File: src/rtl/lzc_normalizer_if.sv
// Ready/valid bundle between the mantissa add stage, the normaliser and the rounder.
// The master drives the word and accepts results; the slave is the normaliser itself.
interface lzc_normalizer_if #(
  parameter int W  = 28,
  parameter int LW = 8,
  parameter int CW = $clog2(W + 1)
);
  logic          in_valid;
  logic          in_ready;
  logic [W-1:0]  in_mag;
  logic [LW-1:0] in_limit;
  logic          out_valid;
  logic          out_ready;
  logic [CW-1:0] out_lzc;
  logic [CW-1:0] out_shift;
  logic [W-1:0]  out_mag;
  logic          out_zero;
  logic          out_clamped;

  modport master (
    output in_valid, in_mag, in_limit, out_ready,
    input  in_ready, out_valid, out_lzc, out_shift, out_mag, out_zero, out_clamped
  );

  modport slave (
    input  in_valid, in_mag, in_limit, out_ready,
    output in_ready, out_valid, out_lzc, out_shift, out_mag, out_zero, out_clamped
  );
endinterface

File: src/rtl/lzc_normalizer.sv
// Two-stage leading-zero counter and limited normalising left shifter.
// Stage 1 counts and clamps the shift, stage 2 shifts; one global stall freezes both.
module lzc_normalizer #(
  parameter int W  = 28,
  parameter int LW = 8
) (
  input logic             clk,
  input logic             rst,
  lzc_normalizer_if.slave bus
);

  localparam int CW = $clog2(W + 1);
  localparam int MW = (LW > CW) ? LW : CW;
  localparam int P  = 1 << $clog2(W);
  localparam int TW = $clog2(P) + 1;

  // Padding the LSB side with ones makes the all-zero input count exactly W.
  function automatic logic [CW-1:0] lzc_tree(input logic [W-1:0] v);
    logic [P-1:0]  x;
    logic [TW-1:0] c [P];
    x = {P{1'b1}};
    x[P-1 -: W] = v;
    for (int i = 0; i < P; i++) begin
      c[i] = {{(TW-1){1'b0}}, ~x[P-1-i]};
    end
    for (int s = 1; s < P; s = s * 2) begin
      for (int i = 0; i < P; i = i + 2 * s) begin
        if (c[i] == TW'(s)) begin
          c[i] = TW'(s) + c[i+s];
        end else begin
          c[i] = c[i];
        end
      end
    end
    return CW'(c[0]);
  endfunction

  function automatic logic [W-1:0] shl(input logic [W-1:0] v, input logic [CW-1:0] sh);
    logic [W-1:0] m;
    m = v;
    for (int b = 0; b < CW; b++) begin
      if (sh[b]) begin
        m = m << (1 << b);
      end else begin
        m = m;
      end
    end
    return m;
  endfunction

  logic          s1_valid_r;
  logic [W-1:0]  s1_mag_r;
  logic [CW-1:0] s1_lzc_r;
  logic [CW-1:0] s1_shift_r;
  logic          s1_zero_r;
  logic          s1_clamped_r;

  logic          out_valid_r;
  logic [W-1:0]  out_mag_r;
  logic [CW-1:0] out_lzc_r;
  logic [CW-1:0] out_shift_r;
  logic          out_zero_r;
  logic          out_clamped_r;

  logic          stall_s;
  logic [CW-1:0] lzc_s;
  logic [CW-1:0] shift_s;
  logic [MW-1:0] limit_x_s;
  logic [MW-1:0] lzc_x_s;
  logic          clamped_s;
  logic          zero_s;
  logic [W-1:0]  s2_mag_s;

  assign stall_s      = out_valid_r & ~bus.out_ready;
  assign bus.in_ready = ~stall_s;

  // Stage 1 combinational: count, then clamp the shift to the exponent headroom.
  always_comb begin
    lzc_s     = lzc_tree(bus.in_mag);
    limit_x_s = MW'(bus.in_limit);
    lzc_x_s   = MW'(lzc_s);
    clamped_s = (limit_x_s < lzc_x_s);
    zero_s    = ~|bus.in_mag;
    if (clamped_s) begin
      shift_s = CW'(limit_x_s);
    end else begin
      shift_s = lzc_s;
    end
  end

  // Stage 2 combinational: barrel shift of the held stage-1 magnitude.
  always_comb begin
    s2_mag_s = shl(s1_mag_r, s1_shift_r);
  end

  // Pipeline registers; both stages advance together unless the output is stalled.
  always_ff @(posedge clk) begin
    if (rst) begin
      s1_valid_r    <= 1'b0;
      s1_mag_r      <= {W{1'b0}};
      s1_lzc_r      <= {CW{1'b0}};
      s1_shift_r    <= {CW{1'b0}};
      s1_zero_r     <= 1'b0;
      s1_clamped_r  <= 1'b0;
      out_valid_r   <= 1'b0;
      out_mag_r     <= {W{1'b0}};
      out_lzc_r     <= {CW{1'b0}};
      out_shift_r   <= {CW{1'b0}};
      out_zero_r    <= 1'b0;
      out_clamped_r <= 1'b0;
    end else if (!stall_s) begin
      s1_valid_r    <= bus.in_valid;
      s1_mag_r      <= bus.in_mag;
      s1_lzc_r      <= lzc_s;
      s1_shift_r    <= shift_s;
      s1_zero_r     <= zero_s;
      s1_clamped_r  <= clamped_s;
      out_valid_r   <= s1_valid_r;
      out_mag_r     <= s2_mag_s;
      out_lzc_r     <= s1_lzc_r;
      out_shift_r   <= s1_shift_r;
      out_zero_r    <= s1_zero_r;
      out_clamped_r <= s1_clamped_r;
    end
  end

  assign bus.out_valid   = out_valid_r;
  assign bus.out_mag     = out_mag_r;
  assign bus.out_lzc     = out_lzc_r;
  assign bus.out_shift   = out_shift_r;
  assign bus.out_zero    = out_zero_r;
  assign bus.out_clamped = out_clamped_r;

endmodule

File: src/flat_wrapper.sv
// flat-port wrapper written by rule: the top's interface ports become plain ports
module lzc_normalizer_flat 
#(
  parameter int W  = 28,
  parameter int LW = 8
)
  (clk, rst, bus_in_valid, bus_in_mag, bus_in_limit, bus_out_ready, bus_in_ready, bus_out_valid, bus_out_lzc, bus_out_shift, bus_out_mag, bus_out_zero, bus_out_clamped);
  lzc_normalizer_if #(.W(W), .LW(LW)) bus_i ();
  input logic clk;
  input logic rst;
  input wire logic [$bits(bus_i.in_valid)-1:0] bus_in_valid;
  input wire logic [$bits(bus_i.in_mag)-1:0] bus_in_mag;
  input wire logic [$bits(bus_i.in_limit)-1:0] bus_in_limit;
  input wire logic [$bits(bus_i.out_ready)-1:0] bus_out_ready;
  output wire logic [$bits(bus_i.in_ready)-1:0] bus_in_ready;
  output wire logic [$bits(bus_i.out_valid)-1:0] bus_out_valid;
  output wire logic [$bits(bus_i.out_lzc)-1:0] bus_out_lzc;
  output wire logic [$bits(bus_i.out_shift)-1:0] bus_out_shift;
  output wire logic [$bits(bus_i.out_mag)-1:0] bus_out_mag;
  output wire logic [$bits(bus_i.out_zero)-1:0] bus_out_zero;
  output wire logic [$bits(bus_i.out_clamped)-1:0] bus_out_clamped;
  assign bus_i.in_valid = bus_in_valid;
  assign bus_i.in_mag = bus_in_mag;
  assign bus_i.in_limit = bus_in_limit;
  assign bus_i.out_ready = bus_out_ready;
  assign bus_in_ready = bus_i.in_ready;
  assign bus_out_valid = bus_i.out_valid;
  assign bus_out_lzc = bus_i.out_lzc;
  assign bus_out_shift = bus_i.out_shift;
  assign bus_out_mag = bus_i.out_mag;
  assign bus_out_zero = bus_i.out_zero;
  assign bus_out_clamped = bus_i.out_clamped;
  lzc_normalizer #(.W(W), .LW(LW)) u_core (.clk(clk), .rst(rst), .bus(bus_i));
endmodule
File: config.mk
export PLATFORM = sky130hd
export DESIGN_NAME = lzc_normalizer_flat
export DESIGN_NICKNAME = d
export VERILOG_FILES = /design/src/rtl/lzc_normalizer_if.sv /design/src/rtl/lzc_normalizer.sv /design/src/flat_wrapper.sv
export SDC_FILE = /design/constraint.sdc
export NUM_CORES = 1
export LEC_CHECK = 0
export CORE_AREA = 8 8 92 136
export DETAILED_ROUTE_END_ITERATION = 10
export DIE_AREA = 0 0 100 144
export PLACE_DENSITY = 0.77
export RECOVER_POWER = 50
export SLEW_MARGIN = 20
export SYNTH_ARGS = -nofsm -noshare
export SYNTH_HDL_FRONTEND = slang
export SYNTH_SLANG_ARGS = --single-unit
File: constraint.sdc
create_clock -name clk -period 8.3 [get_ports clk]
set_input_delay 0.83 -clock clk [delete_from_list [all_inputs] [get_ports clk]]
set_output_delay 0.83 -clock clk [all_outputs]
set_load 0.005 [all_outputs]
Yosys cells after proc, flatten, opt, wreduce, memory -nomap -nowiden
Cells that the tools add are included.
{"block": "word_totals", "reg_bits": 82, "latch_bits": 0, "mem_bits_rw": 0, "rom_bits": 0, "output_inout_bits": 42, "n_memories": 0}
{"block": "classes", "n_addsub": 27, "multipliers": 0, "div_mod_pow": 0, "n_lt_le_gt_ge": 1, "n_eq_ne": 14, "shift": 0, "n_mux": 34, "bitwise": 31, "n_reduce_logical": 2}
{"operator": "$mux W28", "n": 5}
{"operator": "$mux W6", "n": 11}
{"operator": "$add A2 B6 Y6 const A", "n": 7}
{"operator": "$eq A6 B2 Y1 const B", "n": 7}
{"operator": "$not A1 Y1", "n": 30}
{"operator": "$add A1 B1 Y2 const A", "n": 14}
{"operator": "$mux W2", "n": 14}
{"operator": "$reduce_or A28 Y1", "n": 1}
{"operator": "$eq A6 B3 Y1 const B", "n": 4}
{"operator": "$mux W5", "n": 4}
{"operator": "$add A3 B6 Y6 const A", "n": 3}
{"operator": "$eq A6 B4 Y1 const B", "n": 2}
{"operator": "$lt A8 B5 Y1", "n": 1}
{"operator": "$add A4 B6 Y6 const A", "n": 1}
{"operator": "$eq A6 B5 Y1 const B", "n": 1}
{"operator": "$add A4 B5 Y5 const A", "n": 1}
{"operator": "$add A5 B5 Y5 const A", "n": 1}
{"operator": "$and A1 B1 Y1", "n": 1}
{"operator": "$logic_not A1 Y1", "n": 1}

Longest topological paths before layout
Gate-level depths: netlist of the first run.
{"block": "depth", "word_depth": 13, "mapped_depth": 13, "mapped_depth_nobuf": 12}

Worst setup path after synthesis of the first run
Ideal clock, no wire load.
{"block": "synth_timing", "kind": "input-to-reg", "start": "input bus_in_mag[8]", "end": "register u_core.s1_shift_r[3]", "setup_time_ns": 0.120, "t_arrival_ns": 3.231, "required_ns": 8.180, "setup_slack_ns": 4.950, "stages": 12, "n_path_buf": 1, "cell_sequence": "or4_1 nor2_1 o21a_1 inv_1 ha_1 a21oi_1 o211a_1 clkbuf_1 a21boi_0 a32oi_1 a31oi_1 o31a_1"}
{"block": "synth_via", "elab_chain_len": 13}
{"element": "start, declared", "line": "flat_wrapper.sv:12", "text": "input wire logic [$bits(bus_i.in_mag)-1:0] bus_in_mag;"}
{"element": "$not A1 Y1 (*)", "line": "lzc_normalizer.sv:24", "text": "c[i] = {{(TW-1){1'b0}}, ~x[P-1-i]};"}
{"element": "$add A1 B1 Y2 (*)", "line": "lzc_normalizer.sv:29", "text": "c[i] = TW'(s) + c[i+s];"}
{"element": "$mux W2 (*)", "line": "lzc_normalizer.sv:28", "text": "if (c[i] == TW'(s)) begin"}
{"element": "$add A2 B6 Y6 (*)", "line": "lzc_normalizer.sv:29"}
{"element": "$mux W6 (*)", "line": "lzc_normalizer.sv:28"}
{"element": "$eq A6 B3 Y1", "line": "lzc_normalizer.sv:28"}
{"element": "$mux W6 (*)", "line": "lzc_normalizer.sv:28"}
{"element": "$eq A6 B4 Y1", "line": "lzc_normalizer.sv:28"}
{"element": "$mux W5 (*)", "line": "lzc_normalizer.sv:28"}
{"element": "$add A5 B5 Y5 (*)", "line": "lzc_normalizer.sv:29"}
{"element": "$mux W5 (*)", "line": "lzc_normalizer.sv:28"}
{"element": "$lt A8 B5 Y1", "line": "lzc_normalizer.sv:82", "text": "clamped_s = (limit_x_s < lzc_x_s);"}
{"element": "$mux W5 (*)", "line": "lzc_normalizer.sv:84", "text": "if (clamped_s) begin"}
{"element": "end signal, assigned", "line": "lzc_normalizer.sv:102", "text": "s1_shift_r <= {CW{1'b0}};"}
{"element": "end signal, assigned", "line": "lzc_normalizer.sv:115", "text": "s1_shift_r <= shift_s;"}
{"element": "end, declared", "line": "lzc_normalizer.sv:54", "text": "logic [CW-1:0] s1_shift_r;"}
Mark *: on every way between the ends. The rest lies on a longest branch, timed or not.
A chain may end at the register's enable or synchronous reset.

Worst setup path in the final report of the first run
{"block": "layout_timing", "start": "input bus_out_ready", "end": "output bus_in_ready"}
{"block": "layout_via", "elab_chain_len": 3}
{"element": "start, declared", "line": "flat_wrapper.sv:14", "text": "input wire logic [$bits(bus_i.out_ready)-1:0] bus_out_ready;"}
{"element": "$not A1 Y1", "line": "lzc_normalizer.sv:74", "text": "assign stall_s = out_valid_r & ~bus.out_ready;"}
{"element": "$and A1 B1 Y1", "line": "lzc_normalizer.sv:74"}
{"element": "$not A1 Y1", "line": "lzc_normalizer.sv:75", "text": "assign bus.in_ready = ~stall_s;"}
{"element": "end, declared", "line": "flat_wrapper.sv:15", "text": "output wire logic [$bits(bus_i.in_ready)-1:0] bus_in_ready;"}
No other way between the ends.

==> metrics.txt, run 1 <==
most common cell after layout, fill and taps aside nand2_1; die height 144 um; post-synthesis cell area 4620 sq um; Final Cell Area 5810 sq um; antenna violations before repair 0; Fmax 180 MHz; Req. time, crit path 7470 ps; H-tree Lvls 3; RSZ-0062 raised after global routing false; Seq/Total Area, Yosys 35.5%; Routability Congestion between 0.9 and 1; number of global-route vias before repair between 4k and 5k; type of the worst setup path in -> out; pins over their slew limit 83; Site Rows 47; Syn Nets 582; hold path depth 2; hold_buf cts 0; number of remaining DRC errors 0; data arrival time at the worst-slack endpoint 4740 ps; yosys warns 0; critical path launch point type primary input; minimum clock period around 5600 ps; Resize count post-CTS 0; input/output buffers roughly 80; Leak between 2 and 2.5 nW; final setup TNS 0 ps; Final Hold Violating Endpoints 0; layout cells sized above 1 9.52%; TritonCTS buffer count 9; Iteration-0 DRC Markers 289; Rel. slew slack -130%; drt via density between 5 and 6; Total Die Area 14,400 sq um; Congestion Overflow GR 0; first-pass GRT wire length between 20 and 25 mm; wire length per cell around 18 um; failing checks max-capacitance violations, max-slew violations; most common flop cell mapped by yosys dfxtp_1; crit end category output port; final setup vio count 0; core area 10,700 sq um; status finished with violations; Cell variety after synth 52; #FFs+latches synth 82; Clock Latency Late Sink 340 ps; Syn Inst Count about 540; most frequent cells in the layout nand2_1, dfxtp_1, nor2_1; final WL 13.3 mm; vias 4,332; Initial Util 43.2%; Layout Area Growth over Synthesis 25.5%; FFs w/ async S/R, synth 0%; DRT Pass-1 Iters 5; root buffer cell clkbuf_16; DP Area about 5500 sq um; I/O pins 82; All-Layer GR Usage approximately a fifth; P per Cell Area 181 nW/um^2; Die Wd roughly 100 um; HP Class reg -> reg; crit share post-route 67.1%; CTS tree built; nets 638; clock skew 6.98 ps; clk buf depth 2; clk slew on worst S/H paths 60 ps; diode count 0; Post-CTS Setup Bufs 0; EDFF count, synth 0; Max VDD drop 0.000107 V; HPWL Detailed 10.0 mm; largest net degree at the start of global routing 83; Syn Area/Cell 8.60 sq um; CTS sink cnt 82; Routed Antenna Nets 0; Crit Path Max Fanout 82; Tightest Pin Transition 3450 ps; reg2reg path depth 5; # Max-Cap Violations 1
==> worst max-delay path, stage by stage <==
cell	delay, ps
dlygate4sd3_1	570
nor2b_4	110
clkbuf_1	2420
inv_1	210
clkdlybuf4s50_1	580
==> layout make-up <==
type / instances / area (sq um)
Clock buffer: 10 / 239
Tap cell: 147 / 184
Clock inverter: 6 / 88.8
Timing Repair Buffer: 88 / 855
Fill cell: 1015 / 4900
Inverter: 11 / 41.3
Multi-Input combinational cell: 402 / 2760
Sequential cell: 82 / 1640
==> registers in the layout (all words and copies together), names as in the netlist <==
name                    count
u_core.bus.out_valid        1
u_core.bus.out_lzc          5
u_core.s1_shift_r           5
u_core.s1_clamped_r         1
u_core.bus.out_mag         28
u_core.s1_mag_r            28
u_core.s1_lzc_r             5
u_core.bus.out_clamped      1
u_core.bus.out_shift        5
u_core.bus.out_zero         1
u_core.s1_zero_r            1
u_core.s1_valid_r           1
==> stage by stage <==
step | util, % | setup WS, ps | std cells | power, mW | hold slack, ps
floorplan | - | 4950 | 538 | 0.552 | 429
global placement | 51.2 | 4020 | 730 | 0.630 | 438
detailed placement | 51.2 | 3890 | 730 | 0.635 | 444
CTS | 54.3 | 4210 | 746 | 1.06 | 453
global route | 54.2 | 2380 | 746 | 1.09 | 481
finish | 54.2 | 2730 | 746 | 1.05 | 446
==> final timing paths <==
path | start | to | slack (ps)
min | u_core.bus.out_lzc[0]$_SDFFE_PP0N_ | u_core.bus.out_lzc[0]$_SDFFE_PP0N_ | 450
max | bus_out_ready | bus_in_ready | 2730
max reg2reg | u_core.bus.out_valid$_SDFFE_PP0N_ | u_core.bus.out_mag[21]$_SDFFE_PP0N_ | 3660
min reg2reg | u_core.bus.out_lzc[0]$_SDFFE_PP0N_ | u_core.bus.out_lzc[0]$_SDFFE_PP0N_ | 450
==> routing by layer <==
layer | track usage (%) | vias up | share of wire (%)
li1 | - | 2074 | -
met5 | 0 | - | 0
met4 | 11.8 | 0 | 4.8
met2 | 33.4 | 162 | 52
met3 | 3.86 | 40 | 5.5
met1 | 19.6 | 2056 | 38
==> power breakdown <==
group	internal [mW]	switching [mW]	leakage [nW]
sequential	0.417	0.0168	0.674
combinational	0.0919	0.0971	1.37
clock	0.272	0.157	0.155
==> cells in the mapped netlist, drive strengths merged, types with 3 or more instances <==
cell type	n	area (sq um)
a211oi	11	82.6
inv	11	41.3
or4	5	37.5
ha	4	50.1
mux2i	26	260
nand2	97	364
nor3	17	85.1
o22ai	6	37.5
clkbuf	25	93.8
a222oi	4	40.0
mux4	23	544
o31ai	4	35.0
a22oi	13	97.6
a21oi	57	285
o21ai	9	45.0
nand2b	5	31.3
buf	18	98.8
dfxtp	82	1640
nand3	3	15.0
nor4	6	80.1
nor2b	11	68.8
a31oi	5	31.3
nor2	61	229
o211ai	3	22.5
mux2	8	90.1
==> cell families (layout without fill, tap and decap cells) <==
family          after synthesis  in the layout  synth area share [%]
mux                          57             57                  19.3
flops                        82             82                  35.5
buf+inv                      54            115                  5.06
fa+ha+maj                     4              4                  1.08
simple gates                211            211                  20.8
compound gates              130            130                  18.2
Note: power is estimated with default switching activity, not from simulation.
==> run 2, diff against run 1 <==
==> constraint.sdc (replaced) <==
create_clock -name clk -period 5.6 [get_ports clk]
set_input_delay 0.56 -clock clk [delete_from_list [all_inputs] [get_ports clk]]
set_output_delay 0.56 -clock clk [all_outputs]
set_load 0.005 [all_outputs]
==> metrics.txt, run 2 (synthesis gave the netlist of run 1 again) <==
largest net degree at the start of global routing 83 (unchanged); clock skew 9.91 ps (+2.92 ps); CTS sink cnt 82 (unchanged); vias 4,262 (-1.6%); drt via density 5.71 (-1.6%); antenna violations before repair 0 (unchanged); input/output buffers 81 (unchanged); routed wl met2 6.59 mm (-3.9%); status finished, final reports clean; H-tree Lvls 3 (unchanged); Leak 2.20 nW (+0.12%); clk slew on worst S/H paths 60 ps (about the same); number of remaining DRC errors 0 (unchanged); number of global-route vias before repair 4,153 (-3.3%); Max Used Layer met4; core area 10,700 sq um (unchanged); P per Cell Area 268 nW/um^2 (+48%); crit share post-route between 60% and 70%; TritonCTS buffer count 9 (unchanged); Non-Filler Instances 746 (unchanged); die height 144 um (unchanged); final setup vio count 0 (unchanged); Fillers 1,016 (+0.099%); data arrival time at the worst-slack endpoint 3970 ps (-770 ps); Die Wd 100 um (unchanged); first-pass GRT wire length 21.2 mm (-1.2%); Req. time, crit path 5830 ps (-1640 ps); Initial Util 43.2% (unchanged); most frequent cells in the layout nand2_1, dfxtp_1, nor2_1; pins over their slew limit 0 (-100%); Site Rows 47 (unchanged); met1 wire length 5.07 mm (+0.73%); crit end category register; Tightest Pin Transition 1210 ps (-2240 ps); RSZ-0062 raised after global routing false; Total Die Area 14,400 sq um (unchanged); Fmax around 270 MHz; minimum clock period 3740 ps; Rel. slew slack 19.1% (+150 points); Iteration-0 DRC Markers 250 (-13%); Resize count post-CTS 0 (unchanged); Post-CTS Setup Bufs 0 (unchanged); placed cells 730 (unchanged); DRT Pass-1 Iters 5 (unchanged); nets 638 (unchanged); Max VDD drop 0.000137 V (+28%); clk buf depth 2 (unchanged); Congestion Overflow GR 0 (unchanged); critical path launch point type primary input; layout cells sized above 1 9.52% (unchanged); Crit Path Max Fanout 10 (-88%); hold_buf cts 0 (unchanged); HP Class reg -> reg; diode count 0 (unchanged); most common cell after layout, fill and taps aside nand2_1; Layout Area Growth over Synthesis 25.5% (about the same); type of the worst setup path in -> reg; Clock Latency Late Sink 350 ps (about the same); final WL 13.0 mm (-2.0%); I/O pins 82 (unchanged); root buffer cell clkbuf_16; # Max-Cap Violations 0 (-1); CTS tree built; HPWL Detailed 9.88 mm (-1.5%); Routed Antenna Nets 0 (unchanged); Routability Congestion 0.977 (+0.34%); Final Hold Violating Endpoints 0 (unchanged); wire length per cell 17.4 um (-2.0%); All-Layer GR Usage 18.5% (-0.23 points); DR WL met3 650 um (-11%); final setup TNS 0 ps (unchanged)
==> run 2: cell types whose count changed in the layout (fill, tap and decap cells not counted), sizes merged <==
cell / change
clkinv: +1
clkinvlp: -1
clkdlybuf4s50: -1
inv: +1
dlygate4sd3: +1
clkbuf: -1
==> run 2: path summary, 6_finish.rpt <==
check | start | end | slack, ps | depth (start not counted)
max | bus_in_mag[16] | u_core.s1_shift_r[2]$_SDFFE_PP0N_ | 1860 | 12
min | u_core.bus.out_lzc[2]$_SDFFE_PP0N_ | u_core.bus.out_lzc[2]$_SDFFE_PP0N_ | 450 | 2
min reg2reg | u_core.bus.out_lzc[2]$_SDFFE_PP0N_ | u_core.bus.out_lzc[2]$_SDFFE_PP0N_ | 450 | 2
max reg2reg | u_core.bus.out_valid$_SDFFE_PP0N_ | u_core.bus.out_mag[27]$_SDFFE_PP0N_ | 2430 | 6
==> run 2: layout make-up <==
type                       count  area, sq um  share of cell area, %
timing repair buffer          88          855                   14.7
multi-input combinational    402         2760                   47.5
tap                          147          184                   3.17
inverter                      11         41.3                  0.712
clock inverter                 7         98.8                   1.70
sequential                    82         1640                   28.3
clock buffer                   9          225                   3.88
==> run 2: report_power, final <==
part	switching, mW	internal, mW
sequential	0.0244	0.619
clock	0.241	0.393
combinational	0.142	0.135
total	0.408	1.15
==> run 2: critical path, stage by stage <==
cell and delay [ps]:
clkdlybuf4s50_1 540, nor4_4 410, nand4_2 350, o32ai_1 580, inv_1 140, ha_1 200
a21oi_1 150, o211a_1 330, a21boi_0 240, a32oi_1 120, a31oi_1 240, o31ai_2 90
==> run 2: metrics by stage <==
stage	setup WS, ps	utilization, %	power [mW]	hold slack [ps]	area, sq um
5_1_grt	1510	54.2	1.62	469	5800
3_5_place_dp	1500	51.2	0.941	444	5480
6_report	1860	54.2	1.55	447	5800
4_1_cts	1840	54.2	1.57	453	5810
3_3_place_gp	1690	51.2	0.933	438	5480
2_1_floorplan	2520	-	0.819	429	4620
==> run 2: routing by layer <==
metal  GRT usage (%)  up-vias
li1                -     2067
met4            12.4        0
met2            31.6      143
met5               0        -
met1            20.1     2009
met3            4.14       43
==> run 3, diff against run 2 <==
--- a/config.mk
+++ b/config.mk
@@ -8,7 +8,7 @@
 export CORE_AREA = 8 8 92 136
 export DETAILED_ROUTE_END_ITERATION = 10
 export DIE_AREA = 0 0 100 144
-export PLACE_DENSITY = 0.77
+export PLACE_DENSITY = 0.79
 export RECOVER_POWER = 50
 export SLEW_MARGIN = 20
 export SYNTH_ARGS = -nofsm -noshare
==> constraint.sdc (replaced) <==
create_clock -name clk -period 3.1 [get_ports clk]
set_input_delay 0.31 -clock clk [delete_from_list [all_inputs] [get_ports clk]]
set_output_delay 0.31 -clock clk [all_outputs]
set_load 0.005 [all_outputs]
==> metrics.txt, run 3 (synthesis gave the netlist of run 1 again) <==
status finished, final reports clean; HPWL Detailed 10.6 mm (+7.5%); worst reg-to-reg setup slack 610 ps (-1820 ps); root buffer cell clkbuf_16; final setup vio count 0 (unchanged); clock skew 5.97 ps (-3.94 ps); P per Cell Area 434 nW/um^2 (+62%); Congestion Overflow GR 0 (unchanged); vias 4,444 (+4.3%); drt via density 5.59 (-2.2%); crit end category register; crit share post-route 94.9%; antenna violations before repair 0 (unchanged); Fmax 340 MHz; worst reg2reg startpoint u_core.s1_shift_r[0]$_SDFFE_PP0N_; core area 10,700 sq um (unchanged); TritonCTS buffer count 9 (unchanged); number of remaining DRC errors 0 (unchanged); Layout Area Growth over Synthesis 32.8%; Die Wd 100 um (unchanged); largest net degree at the start of global routing 55 (-34%); Resize count post-CTS 0 (unchanged); die height 144 um (unchanged); Tightest Pin Transition 939 ps (-275 ps); HP Class reg -> reg; hold_buf cts 0 (unchanged); final WL 13.4 mm (+3.4%); Site Rows 47 (unchanged); H-tree Lvls 3 (unchanged); Iteration-0 DRC Markers 220 (-12%); Crit Path Max Fanout 6 (-4); diode count 0 (unchanged); DRT Pass-1 Iters 5 (unchanged); Leak 2.42 nW (+10%); minimum clock period between 2000 and 3000 ps; Critical R2R Capture u_core.bus.out_mag[13]$_SDFFE_PP0N_; # Max-Cap Violations 0 (unchanged); hold path depth 2 (unchanged); Non-Filler Instances 795 (+6.6%); nets 687 (+7.7%); wire length per cell 16.9 um (-3.0%); All-Layer GR Usage 18.9% (+0.32 points); placed cells 779 (+6.7%); Routability Congestion 1.02 (+4.0%); Routed Antenna Nets 0 (unchanged); Max VDD drop 0.000278 V (+100%); Post-CTS Setup Bufs 0 (unchanged); pins over their slew limit 0 (unchanged); clk buf depth 2 (unchanged); type of the worst setup path in -> reg; Final Hold Violating Endpoints 0 (unchanged); WHS Endpoint u_core.bus.out_lzc[2]$_SDFFE_PP0N_; layout cells sized above 1 17.3% (+7.8 points); Rel. slew slack 37.4% (+18 points); reg2reg path depth 8 (+2); critical path launch point type primary input; most common cell after layout, fill and taps aside nand2_1; CTS sink cnt 82 (unchanged); data arrival time at the worst-slack endpoint 3170 ps (-800 ps); hold_ws 451 ps (+3.92 ps); clk slew on worst S/H paths 60 ps (about the same); I/O pins 82 (unchanged); most frequent cells in the layout nand2_1, dfxtp_1, nor2_1; Req. time, crit path 3330 ps (-2500 ps); input/output buffers 81 (unchanged); Clock Latency Late Sink 340 ps (about the same); CTS tree built; first-pass GRT wire length 21.7 mm (+2.4%); number of global-route vias before repair 4,388 (+5.7%); Initial Util 43.2% (unchanged); RSZ-0062 raised after global routing false; Total Die Area 14,400 sq um (unchanged); Worst Hold Launch u_core.bus.out_lzc[2]$_SDFFE_PP0N_
-- run 3: cell count changes in the layout (fill, tap and decap cells not counted), sizes merged --
cell	before	now
buf	7	56
bufinv	2	0
clkinv	2	4
clkinvlp	1	3
inv	13	11
clkdlybuf4s50	37	38
dlygate4sd3	43	42
-- run 3: where the power goes --
group	internal [mW]	switching, mW	leakage [nW]
Combinational	0.277	0.266	1.62
Sequential	1.12	0.0462	0.674
Clock	0.538	0.420	0.127
Total	1.93	0.732	2.42
-- run 3: cell type report --
class	count	area, sq um
Clock inverter	7	46.3
Fill cell	994	4560
Clock buffer	9	225
Timing Repair Buffer	137	1220
Inverter	11	41.3
Multi-Input combinational cell	402	2780
Sequential cell	82	1640
Tap cell	147	184
-- run 3: critical path, stage by stage --
cell and delay, ps:
clkdlybuf4s50_1 500, or4_4 580, nor2_1 150, o21a_1 150
inv_1 60, ha_1 300, a21oi_1 90, o211a_1 230
buf_4 150, a32oi_2 250, a31oi_1 120, o31a_1 280
-- run 3: worst max-delay path by stage --
stage	start	endpoint
global route	bus_in_mag[27]	u_core.s1_shift_r[3]$_SDFFE_PP0N_
CTS	bus_in_mag[8]	u_core.s1_shift_r[3]$_SDFFE_PP0N_
global placement	bus_in_mag[27]	u_core.s1_shift_r[3]$_SDFFE_PP0N_
floorplan	bus_in_mag[8]	u_core.s1_shift_r[3]$_SDFFE_PP0N_
detailed placement	bus_in_mag[8]	u_core.s1_shift_r[3]$_SDFFE_PP0N_
finish	bus_in_mag[27]	u_core.s1_shift_r[3]$_SDFFE_PP0N_
-- run 3: layer usage --
layer  vias to the layer above  share of wire, %  global-route usage, %
li1                       2170                 -                      -
met1                      2087                39                   20.2
met2                       145                52                   33.3
met3                        42               4.4                   2.84
met4                         0               4.9                   13.0
met5                         -                 0                      0
-- run 3: through the flow --
stage	setup TNS [ps]	power, mW	util (%)	cell area [sq um]	worst slack [ps]
floorplan	0	1.48	-	4620	270
global placement	-584	1.73	54.7	5850	-173
detailed placement	-1090	1.74	54.7	5850	-249
CTS	0	2.69	57.2	6120	105
global route	0	2.78	57.4	6140	2.57
finish	0	2.66	57.4	6140	157
